$ cat config.mk
export PLATFORM = sky130hd
export DESIGN_NAME = hazard5_bus_arbiter
export DESIGN_NICKNAME = d
export VERILOG_FILES = /design/src/rtl/hazard5_bus_arbiter.sv
export SDC_FILE = /design/constraint.sdc
export NUM_CORES = 1
export LEC_CHECK = 0
export CORE_AREA = 2 2 106 108
export CTS_BUF_LIST = sky130_fd_sc_hd__clkbuf_16
export CTS_CLUSTER_SIZE = 10
export DETAILED_ROUTE_END_ITERATION = 10
export DIE_AREA = 0 0 108 110
export PLACE_DENSITY = 0.7
export SLEW_MARGIN = 20
export SYNTH_ARGS = -nofsm -noshare
export SYNTH_HDL_FRONTEND = slang
export SYNTH_SLANG_ARGS = --single-unit
$ cat constraint.sdc
create_clock -name clk -period 2.9 [get_ports clk]
set_clock_uncertainty 0.2 [all_clocks]
set_input_delay 0.58 -clock clk [delete_from_list [all_inputs] [get_ports clk]]
set_output_delay 0.58 -clock clk [all_outputs]
set_load 0.02 [all_outputs]
$ cat src/rtl/hazard5_bus_arbiter.sv
// hazard5_bus_arbiter: shares one AHB-Lite master port between the
// instruction fetch port (I) and the load/store port (D).
// Address-phase and data-phase ownership are tracked separately, so a new
// address phase from one requester can overlap the data phase of the other.
// Optional macro HAZARD5_ARB_ROUND_ROBIN_EN replaces fixed D-over-I priority
// with alternating priority when both ports request together.

module hazard5_bus_arbiter #(
   parameter int W_ADDR = 32,
   parameter int W_DATA = 32
) (
   input  logic              clk,
   input  logic              rst_n,

   input  logic [W_ADDR-1:0] i_addr,
   input  logic              i_size,
   input  logic              i_addr_vld,
   output logic              i_addr_rdy,
   output logic [W_DATA-1:0] i_data,
   output logic              i_data_vld,

   input  logic [W_ADDR-1:0] d_addr,
   input  logic [1:0]        d_size,
   input  logic              d_write,
   input  logic [W_DATA-1:0] d_wdata,
   input  logic              d_addr_vld,
   output logic              d_addr_rdy,
   output logic [W_DATA-1:0] d_rdata,
   output logic              d_data_vld,

   output logic [W_ADDR-1:0] ahblm_haddr,
   output logic [1:0]        ahblm_htrans,
   output logic              ahblm_hwrite,
   output logic [2:0]        ahblm_hsize,
   input  logic              ahblm_hready,
   output logic [W_DATA-1:0] ahblm_hwdata,
   input  logic [W_DATA-1:0] ahblm_hrdata
);

   typedef enum logic [1:0] {
      OWN_NONE = 2'd0,
      OWN_I    = 2'd1,
      OWN_D    = 2'd2
   } owner_t;

   localparam logic [1:0] HTRANS_IDLE   = 2'b00;
   localparam logic [1:0] HTRANS_NONSEQ = 2'b10;

   owner_t              grant;
   owner_t              aph_owner;
   owner_t              dph_owner;
   logic                aph_hold;
   logic [W_DATA-1:0]   hwdata_q;

`ifdef HAZARD5_ARB_ROUND_ROBIN_EN
   logic                last_d;

   // Remember who won the last accepted address phase so ties alternate
   always_ff @(posedge clk or negedge rst_n) begin
      if (!rst_n) begin
         last_d <= 1'b0;
      end else if (ahblm_hready && grant != OWN_NONE) begin
         last_d <= (grant == OWN_D);
      end
   end
`endif

   // Address-phase grant: a stalled address keeps its owner, otherwise arbitrate
   always_comb begin
      grant = OWN_NONE;
      if (aph_hold) begin
         grant = aph_owner;
`ifdef HAZARD5_ARB_ROUND_ROBIN_EN
      end else if (d_addr_vld && i_addr_vld) begin
         grant = last_d ? OWN_I : OWN_D;
`endif
      end else if (d_addr_vld) begin
         grant = OWN_D;
      end else if (i_addr_vld) begin
         grant = OWN_I;
      end
   end

   // Bus address-phase signals muxed from the granted port
   always_comb begin
      ahblm_htrans = HTRANS_IDLE;
      ahblm_haddr  = '0;
      ahblm_hwrite = 1'b0;
      ahblm_hsize  = 3'b000;
      case (grant)
         OWN_I: begin
            ahblm_htrans = HTRANS_NONSEQ;
            ahblm_haddr  = i_addr;
            ahblm_hsize  = i_size ? 3'b010 : 3'b001;
         end
         OWN_D: begin
            ahblm_htrans = HTRANS_NONSEQ;
            ahblm_haddr  = d_addr;
            ahblm_hwrite = d_write;
            ahblm_hsize  = {1'b0, d_size};
         end
         default: begin
         end
      endcase
   end

   // Hold the address-phase owner across hready-low stalls
   always_ff @(posedge clk or negedge rst_n) begin
      if (!rst_n) begin
         aph_hold  <= 1'b0;
         aph_owner <= OWN_NONE;
      end else begin
         aph_hold  <= (grant != OWN_NONE) && !ahblm_hready;
         aph_owner <= grant;
      end
   end

   // Advance data-phase ownership and capture store data when the bus moves on
   always_ff @(posedge clk or negedge rst_n) begin
      if (!rst_n) begin
         dph_owner <= OWN_NONE;
         hwdata_q  <= '0;
      end else if (ahblm_hready) begin
         dph_owner <= grant;
         if (grant == OWN_D && d_write) begin
            hwdata_q <= d_wdata;
         end
      end
   end

   // Per-requester handshakes derived from grant/data-phase owner and hready
   always_comb begin
      i_addr_rdy   = ahblm_hready && (grant == OWN_I);
      d_addr_rdy   = ahblm_hready && (grant == OWN_D);
      i_data_vld   = ahblm_hready && (dph_owner == OWN_I);
      d_data_vld   = ahblm_hready && (dph_owner == OWN_D);
      i_data       = ahblm_hrdata;
      d_rdata      = ahblm_hrdata;
      ahblm_hwdata = hwdata_q;
   end

   // A requester must keep its request up while its address is stalled
   held_owner_vld: assert property (
      @(posedge clk) disable iff (!rst_n)
      aph_hold |-> ((aph_owner == OWN_I) ? i_addr_vld :
                    (aph_owner == OWN_D) ? d_addr_vld : 1'b0)
   );

endmodule
Word level (Yosys, flattened, before mapping). Cells that the tools add are included.

Flip-flop bits (word level): 37. Latch bits: 0. RAM bits: 0. ROM bits: 0. Word-level logic and storage cells: 26. Memories: 0.

Add/subtract/negate cells: 0. Multipliers: 0. Divide/modulo/power cells: 0. Magnitude comparators: 0. Equal/unequal tests: 4. Shift operators: 0. Mux-type cells: 8. Bitwise logic cells: 0. Reductions and logical operators: 10.

Operators by type and width (number): 32-bit one-hot mux with 2 select lines (1); 2-bit 2-to-1 mux (4); 1-bit logical AND (6); 2-bit by 1-bit == test with 1-bit output, second input constant (2); 2-bit == test, second input constant (2); 2-bit one-hot mux with 2 select lines (1); 1-bit 2-to-1 mux (2); 2-bit AND reduction (1); 2-bit nonzero test (1); 2-bit OR reduction (1); 1-bit zero test (1).

Logic depth before layout (Yosys ltp). Gate-level depths: netlist of the first run.

Depth in word-level cells: 6. Gate-level depth with buffers: 7.

Worst setup path after synthesis of the first run. No wires, ideal clock.

Kind: input-to-output. Start: input d_addr_vld. End: output ahblm_haddr[0]. Data arrival time: 2046 ps. Setup slack: 74 ps. Stages on the path: 7. Buffers on the path: 2. Cells stage by stage: or3b_2 > nand2_1 > ha_1 > clkbuf_1 > buf_2 > a22oi_1 > nor2_1.

Longest elaborated chain between the ends: 4.

RTL lines: start, declared (RTL line 26) `input logic d_addr_vld,`; 2-bit 2-to-1 mux (*) (RTL line 77) `end else if (d_addr_vld) begin`; 2-bit 2-to-1 mux (*) (RTL line 71) `if (aph_hold) begin`; via grant[0] (RTL line 49) `owner_t grant;`; 2-bit == test or 2-bit by 1-bit == test with 1-bit output (tied branches) (RTL line 90) `case (grant)`; 32-bit one-hot mux with 2 select lines (*) (RTL line 90); end, declared (RTL line 31) `output logic [W_ADDR-1:0] ahblm_haddr,`.

Mark *: on every way through the listed nets, which the timed path passes. The rest lies on a longest branch.

Worst setup path in the final report of the first run.
Start: input d_addr_vld. End: output ahblm_haddr[27].

Longest elaborated chain between the ends: 4.

RTL lines (RTL line): 2-bit 2-to-1 mux (*) (77); 2-bit 2-to-1 mux (*) (71); 2-bit == test or 2-bit by 1-bit == test with 1-bit output (tied branches) (90); 32-bit one-hot mux with 2 select lines (*) (90).

Every way passes the cells marked *; elsewhere a longest branch is shown, timed or not.

==> results of run 1 <==
[sequential cells by signal, summed over array words and instances (netlist names)]
signal        cells
aph_hold          1
dph_owner         2
ahblm_hwdata     32
aph_owner         2
[cell families after synthesis]
logic type / after synthesis / synth area share
and+or+nand+nor: 49 / 0.08691
muxes: 33 / 0.1906
buffers and inverters: 84 / 0.2365
DFF: 37 / 0.3654
adders and majority gates: 3 / 0.01482
AOI/OAI and AO/OA: 36 / 0.1042
other: 1 / 0.001480
[layout make-up]
class | count | area, µm² | share of cell area
inverter | 2 | 7.507 | 0.001752
tap | 140 | 175.2 | 0.04089
clock buffer | 5 | 125.1 | 0.02921
clock inverter | 3 | 17.52 | 0.004089
multi-input combinational | 123 | 1131 | 0.2640
sequential | 37 | 925.9 | 0.2161
timing repair buffer | 194 | 1902 | 0.4439
[layer usage]
layer | track usage | vias to the layer above | part of all wire
met5 | 0 | - | 0
met4 | 0.04579 | 0 | 0.021
met3 | 0.07466 | 12 | 0.12
met2 | 0.2745 | 165 | 0.48
met1 | 0.1816 | 1045 | 0.37
li1 | - | 1001 | -
[power by group through the flow]
stage	Combinational [mW]	Clock, mW	Sequential, mW
finish	1.36	0.508	0.747
CTS	1.34	0.526	0.748
detailed placement	1.30	0	0.754
global route	1.44	0.553	0.765
floorplan	0.585	0	0.924
global placement	1.29	0	0.746
[worst reg2reg max path, stage by stage (launching register included)]
cell       delay (ps)
dfrtp_1           380
or3b_4            420
and2_4            160
ha_4              230
clkbuf_16         190
buf_4             140
nand3_4            80
buf_12            190
mux2_4            330
[through the flow]
stage	cell area, µm²	instances	hold WS, ps	setup TNS [ps]	power [mW]
after floorplan	2537	244	84.41	0	1.508
after global placement	4023	489	288.2	-29360	2.039
after detailed placement	4023	489	292.1	-32810	2.053
after CTS	4193	502	232.8	0	2.616
after global routing	4284	504	277.4	-68.48	2.755
final	4284	504	203.9	0	2.617
[layout by cell type (no fill, tap or decap), drive strengths merged]
cell type      instances
clkbuf                 8
ha                     3
nand2                  4
a31oi                  1
buf                   53
mux2i                  1
clkinv                 3
a21oi                  2
nand3                  1
nor2                  37
and2                   4
or3b                   1
bufbuf                 1
mux2                  32
and3b                  1
nand2b                 1
conb                   2
inv                    2
dfrtp                 37
a22oi                 33
clkdlybuf4s15          2
clkdlybuf4s50        135
[path summary, 6_finish.rpt]
kind | from | end | slack, ps
hold / removal | rst_n | ahblm_hwdata[0]$_DFFE_PN0P_ | 200
max in group asynchronous | rst_n | ahblm_hwdata[17]$_DFFE_PN0P_ | 1770
min in group clk | ahblm_hwdata[13]$_DFFE_PN0P_ | ahblm_hwdata[13]$_DFFE_PN0P_ | 300
setup / recovery | d_addr_vld | ahblm_haddr[27] | 40
setup reg to reg | aph_hold$_DFF_PN0_ | ahblm_hwdata[0]$_DFFE_PN0P_ | 450
hold reg to reg | ahblm_hwdata[13]$_DFFE_PN0P_ | ahblm_hwdata[13]$_DFFE_PN0P_ | 300
[what timing repair did]
action,4_1_cts,5_1_grt
hold buffers,0,0
hold endpoints to repair,0,0
gates cloned,4,2
gates resized for setup,176,14
pin swaps,3,6
buffers inserted,1,0
setup endpoints to repair,38,35
==> metrics.md, run 1 <==
| Metric | Value |
|---|---|
| Outcome | complete, no violations |
| Placement Setup Slack | -909.5 ps |
| Total vias in the final route | 2,223 |
| Fmax | 0.3493 GHz |
| Yosys reg bits | 37 |
| Clk root buf | clkbuf_16 |
| Max Cap Violations | 0 |
| Die Width | ~110 µm |
| Synth Cell Area | 2534 µm² |
| H-Tree Depth | 2 |
| Layout cells sized above 1 | 0.3297 |
| Post-synth top flop | dfrtp_1 |
| Post-synthesis sequential area ratio | 0.3654 |
| Remaining antenna violation count | 0 |
| Initial core utilization | 0.2368 |
| Post-DP HPWL | 7.979 mm |
| Switching Share | 0.3336 |
| Path type of the worst setup path | in -> out |
| R2r worst-path depth | 8 |
| Crit path largest cell delay | just under 400 ps |
| Synth warn | 0 |
| Slew headroom | 0.4527 |
| Max-slew violations | 0 |
| Die Y | approximately 110 µm |
| Gp weighted congestion | slightly below 0.8 |
| Final WL | 10.34 mm |
| PwrDens | 610.9 nW/µm² |
| Final setup vio count | 0 |
| Reg clk slew, reported paths | 60 ps |
| CP bufs+invs | 3 |
| Slowest-stage cell, CP | or3b_4 |
| Min cycle time layout | between 2000 and 3000 ps |
| Clk pwr share | 0.194 |
| Fin nets | roughly 500 |
| Critical path endpoint category | output port |
| LEAKAGE | approximately 1.9 nW |
| Power Internal | about 1.7 mW |
| Mean Syn Cell Area | 10.43 µm² |
| Critical Path Stages | 8 |
| Commonest cells post-synth | buf_4, dfrtp_1, nor2_1, a22oi_1, mux2_4 |
| Die ar. | 11,880 µm² |
| First-pass DRT Iterations | 4 |
| DRT iter0 DRCs | 127 |
| CP Max Fanout | 9 |
| Switching power total | 873.1 µW |
| # fillers | 1,052 |
| Transition time of the tightest slew-check pin | roughly 820 ps |
| Asr flop ratio synth | 1.000 |
| Sequential share of power | 0.285 |
| Most used cell, CP | buf_2 |
| Via/cell ratio | about 4.4 |
| First-pass GRT wire length | 14.10 mm |
| VDD IR-drop max | 321.1 µV |
| CTS sink count | 37 |
| CP Cell Sequence | buf_2 > or3b_4 > and2_4 > ha_4 > clkbuf_16 > a22oi_1 > nor2_1 > buf_2 |
| Initial antenna violation count | 0 |
| GR Overflow Total | 0 |
| Post-synth EDFFs | 0 |
| Mapped Cells | ~240 |
| CTS Buf Count | 5 |
| Top post-synthesis cells by area | dfrtp_1, buf_4, mux2_4 |
| Netlist cell types | 21 |
| Hold WC Path Type | in -> async |
| RSZ-0062 raised after global routing | true |
| Post-synth top area share | 0.3654 |
| Most common cell in the synthesized netlist | buf_4 |
| FP Rows | 38 |
| Residual DRC | 0 |
| Comb pwr share | 0.521 |
| Vias in the first global route | 2,272 |
| Clock latency on the worst-skew pair | 270 ps |
| Final core occ | 0.4005 |
| GRT Overall Usage | 0.1611 |
| Period utilisation layout | 0.9872 |
| CORE AREA | 10,700 µm² |
| Synth-to-layout area growth | 69.09% |
| Largest net degree at the start of global routing | 38 |
| Worst Slack Setup Final | 37.06 ps |
| Final hold violations | 0 |
| Dominant cell type by area after synthesis | dfrtp_1 |
| Number of port buffers | 176 |
| Top delay family on crit path | simple AND/OR/NAND/NOR gates |
| CTS Buffer Depth | 2 |
| Startpoint types | input port |
| # IOs | around 280 |
| Critical Path RT | 2120 ps |
| Diodes inserted | 0 |
| CP arrival | 2080 ps |
| TritonCTS clock tree | done |
| Routed length per instance | 20.51 µm |
No activity file was read; power rests on OpenSTA's default activity.
==> run 2, diff against run 1 <==
- SKIP_CTS_REPAIR_TIMING: default -> 1
- SLEW_MARGIN: 20 -> default
==> run 2 against run 1 <==
Cell count is 0.40% lower. Count of clock-buffer cells in the layout did not move. Combinational power decreased by 3%. Largest power group unchanged. Highest routed layer unchanged.
==> metrics.md, run 2 (synthesized netlist as in run 1, its figures left out) <==
| Metric | Value |
|---|---|
| First-pass GRT wire length | 13.35 mm |
| Initial antenna violation count | 0 |
| GRT Overall Usage | 0.1515 |
| Period utilisation layout | 0.9827 |
| CORE AREA | 10,700 µm² |
| Fin nets | 501 |
| CTS Buffer Depth | 2 |
| Critical Path RT | 2120 ps |
| Total vias in the final route | 2,212 |
| Cell area after layout | 4213 µm² |
| Routed length per instance | 20.63 µm |
| Hold WC Path Type | in -> async |
| Slew headroom | 0.4518 |
| Largest register FFs | 32 |
| Reg clk slew, reported paths | 60 ps |
| Post-DP HPWL | around 8 mm |
| CP Max Fanout | 5 |
| Die Y | 110 µm |
| PwrDens | 611.3 nW/µm² |
| Remaining antenna violation count | 0 |
| Vias in the first global route | ~2,200 |
| Placed Area | 4023 µm² |
| Power consumption | approximately 2.6 mW |
| Synth-to-layout area growth | 66.27% |
| Reg2Reg Launch Point | aph_hold$_DFF_PN0_ |
| Critical path endpoint category | output port |
| Startpoint types | input port |
| Clock latency on the worst-skew pair | 270 ps |
| GR Overflow Total | 0 |
| Max-slew violations | 0 |
| Transition time of the tightest slew-check pin | 822.3 ps |
| Largest net degree at the start of global routing | 38 |
| DRT iter0 DRCs | roughly 110 |
| Outcome | complete, no violations |
| Final hold violations | 0 |
| Final WL | 10.35 mm |
| Clk root buf | clkbuf_16 |
| Die Width | roughly 110 µm |
| Gp weighted congestion | approximately 0.79 |
| FP Rows | 38 |
| Die ar. | 11,880 µm² |
| Path type of the worst setup path | in -> out |
| H-Tree Depth | 2 |
| LEAKAGE | 1.915 nW |
| # fillers | 1,056 |
| Most frequent cells in the layout | clkdlybuf4s50_1, nor2_1, dfrtp_1 |
| Most common cell after layout, fill and taps aside | clkdlybuf4s50_1 |
| RSZ-0062 raised after global routing | false |
| Via/cell ratio | around 4.4 |
| Inst Count DP | between 400 and 500 |
| CTS Buf Count | 5 |
| Diodes inserted | 0 |
| Final setup vio count | 0 |
| CP arrival | a little over 2000 ps |
| Fmax | 0.3509 GHz |
| TritonCTS clock tree | done |
| VDD IR-drop max | ~320 µV |
| CTS sink count | 37 |
| Initial core utilization | 0.2368 |
| # IOs | between 200 and 300 |
| Residual DRC | 0 |
| First-pass DRT Iterations | 6 |
| Number of port buffers | between 150 and 200 |
| Layout cells sized above 1 | 0.3122 |
| CP startpoint | d_addr_vld |
| Max Cap Violations | 0 |
| Min cycle time layout | 2850 ps |
| Layout Cells excl Fill | ~500 |
| Reg-to-reg slack, setup | 520 ps |
-- run 2: worst paths after layout --
kind | end | cells past startpoint
min in group clk | ahblm_hwdata[13]$_DFFE_PN0P_ | 1
min | ahblm_hwdata[0]$_DFFE_PN0P_ | 1
max in group asynchronous | ahblm_hwdata[17]$_DFFE_PN0P_ | 1
max reg2reg | ahblm_hwdata[0]$_DFFE_PN0P_ | 8
max | ahblm_haddr[3] | 8
min reg2reg | ahblm_hwdata[13]$_DFFE_PN0P_ | 1
-- run 2: metrics by stage --
stage / setup WS [ps] / hold WS (ps) / util / TNS (ps)
after floorplan: 73.60 / 84.41 / - / 0
after global placement: -903.1 / 288.2 / 0.3760 / -29360
after CTS: -933.7 / 232.8 / 0.3894 / -28900
after detailed placement: -909.5 / 292.1 / 0.3760 / -32810
after global routing: 0.5820 / 277.4 / 0.3938 / 0
final: 50.30 / 204.4 / 0.3938 / 0
-- run 2: final cells by class --
cell class                      instances  area, µm²  area share
Timing Repair Buffer                  192       1831      0.4345
Multi-Input combinational cell        123       1131      0.2685
Sequential cell                        37      925.9      0.2198
Tap cell                              140      175.2     0.04158
Clock buffer                            5      125.1     0.02970
Clock inverter                          3      17.52    0.004158
Inverter                                2      7.507    0.001782
-- run 2: report_power, final --
group	leakage (nW)	internal, mW	total, mW	switching (mW)
Sequential	0.440	0.665	0.748	0.0821
Combinational	1.40	0.728	1.32	0.592
Clock	0.0712	0.315	0.508	0.193
-- run 2: critical path, stage by stage --
cell and delay, ps:
clkbuf_2 120, or3b_4 420, and2_4 160, ha_4 200
clkbuf_16 170, a22oi_2 200, nor2_1 60, buf_4 150
-- run 2: layer usage --
| layer | track usage | share of wire | up-vias |
|---|---|---|---|
| met5 | 0 | 0 | - |
| met4 | 0.04121 | 0.016 | 0 |
| met3 | 0.07643 | 0.12 | 10 |
| met2 | 0.2570 | 0.50 | 170 |
| met1 | 0.1685 | 0.36 | 1036 |
| li1 | - | - | 996 |
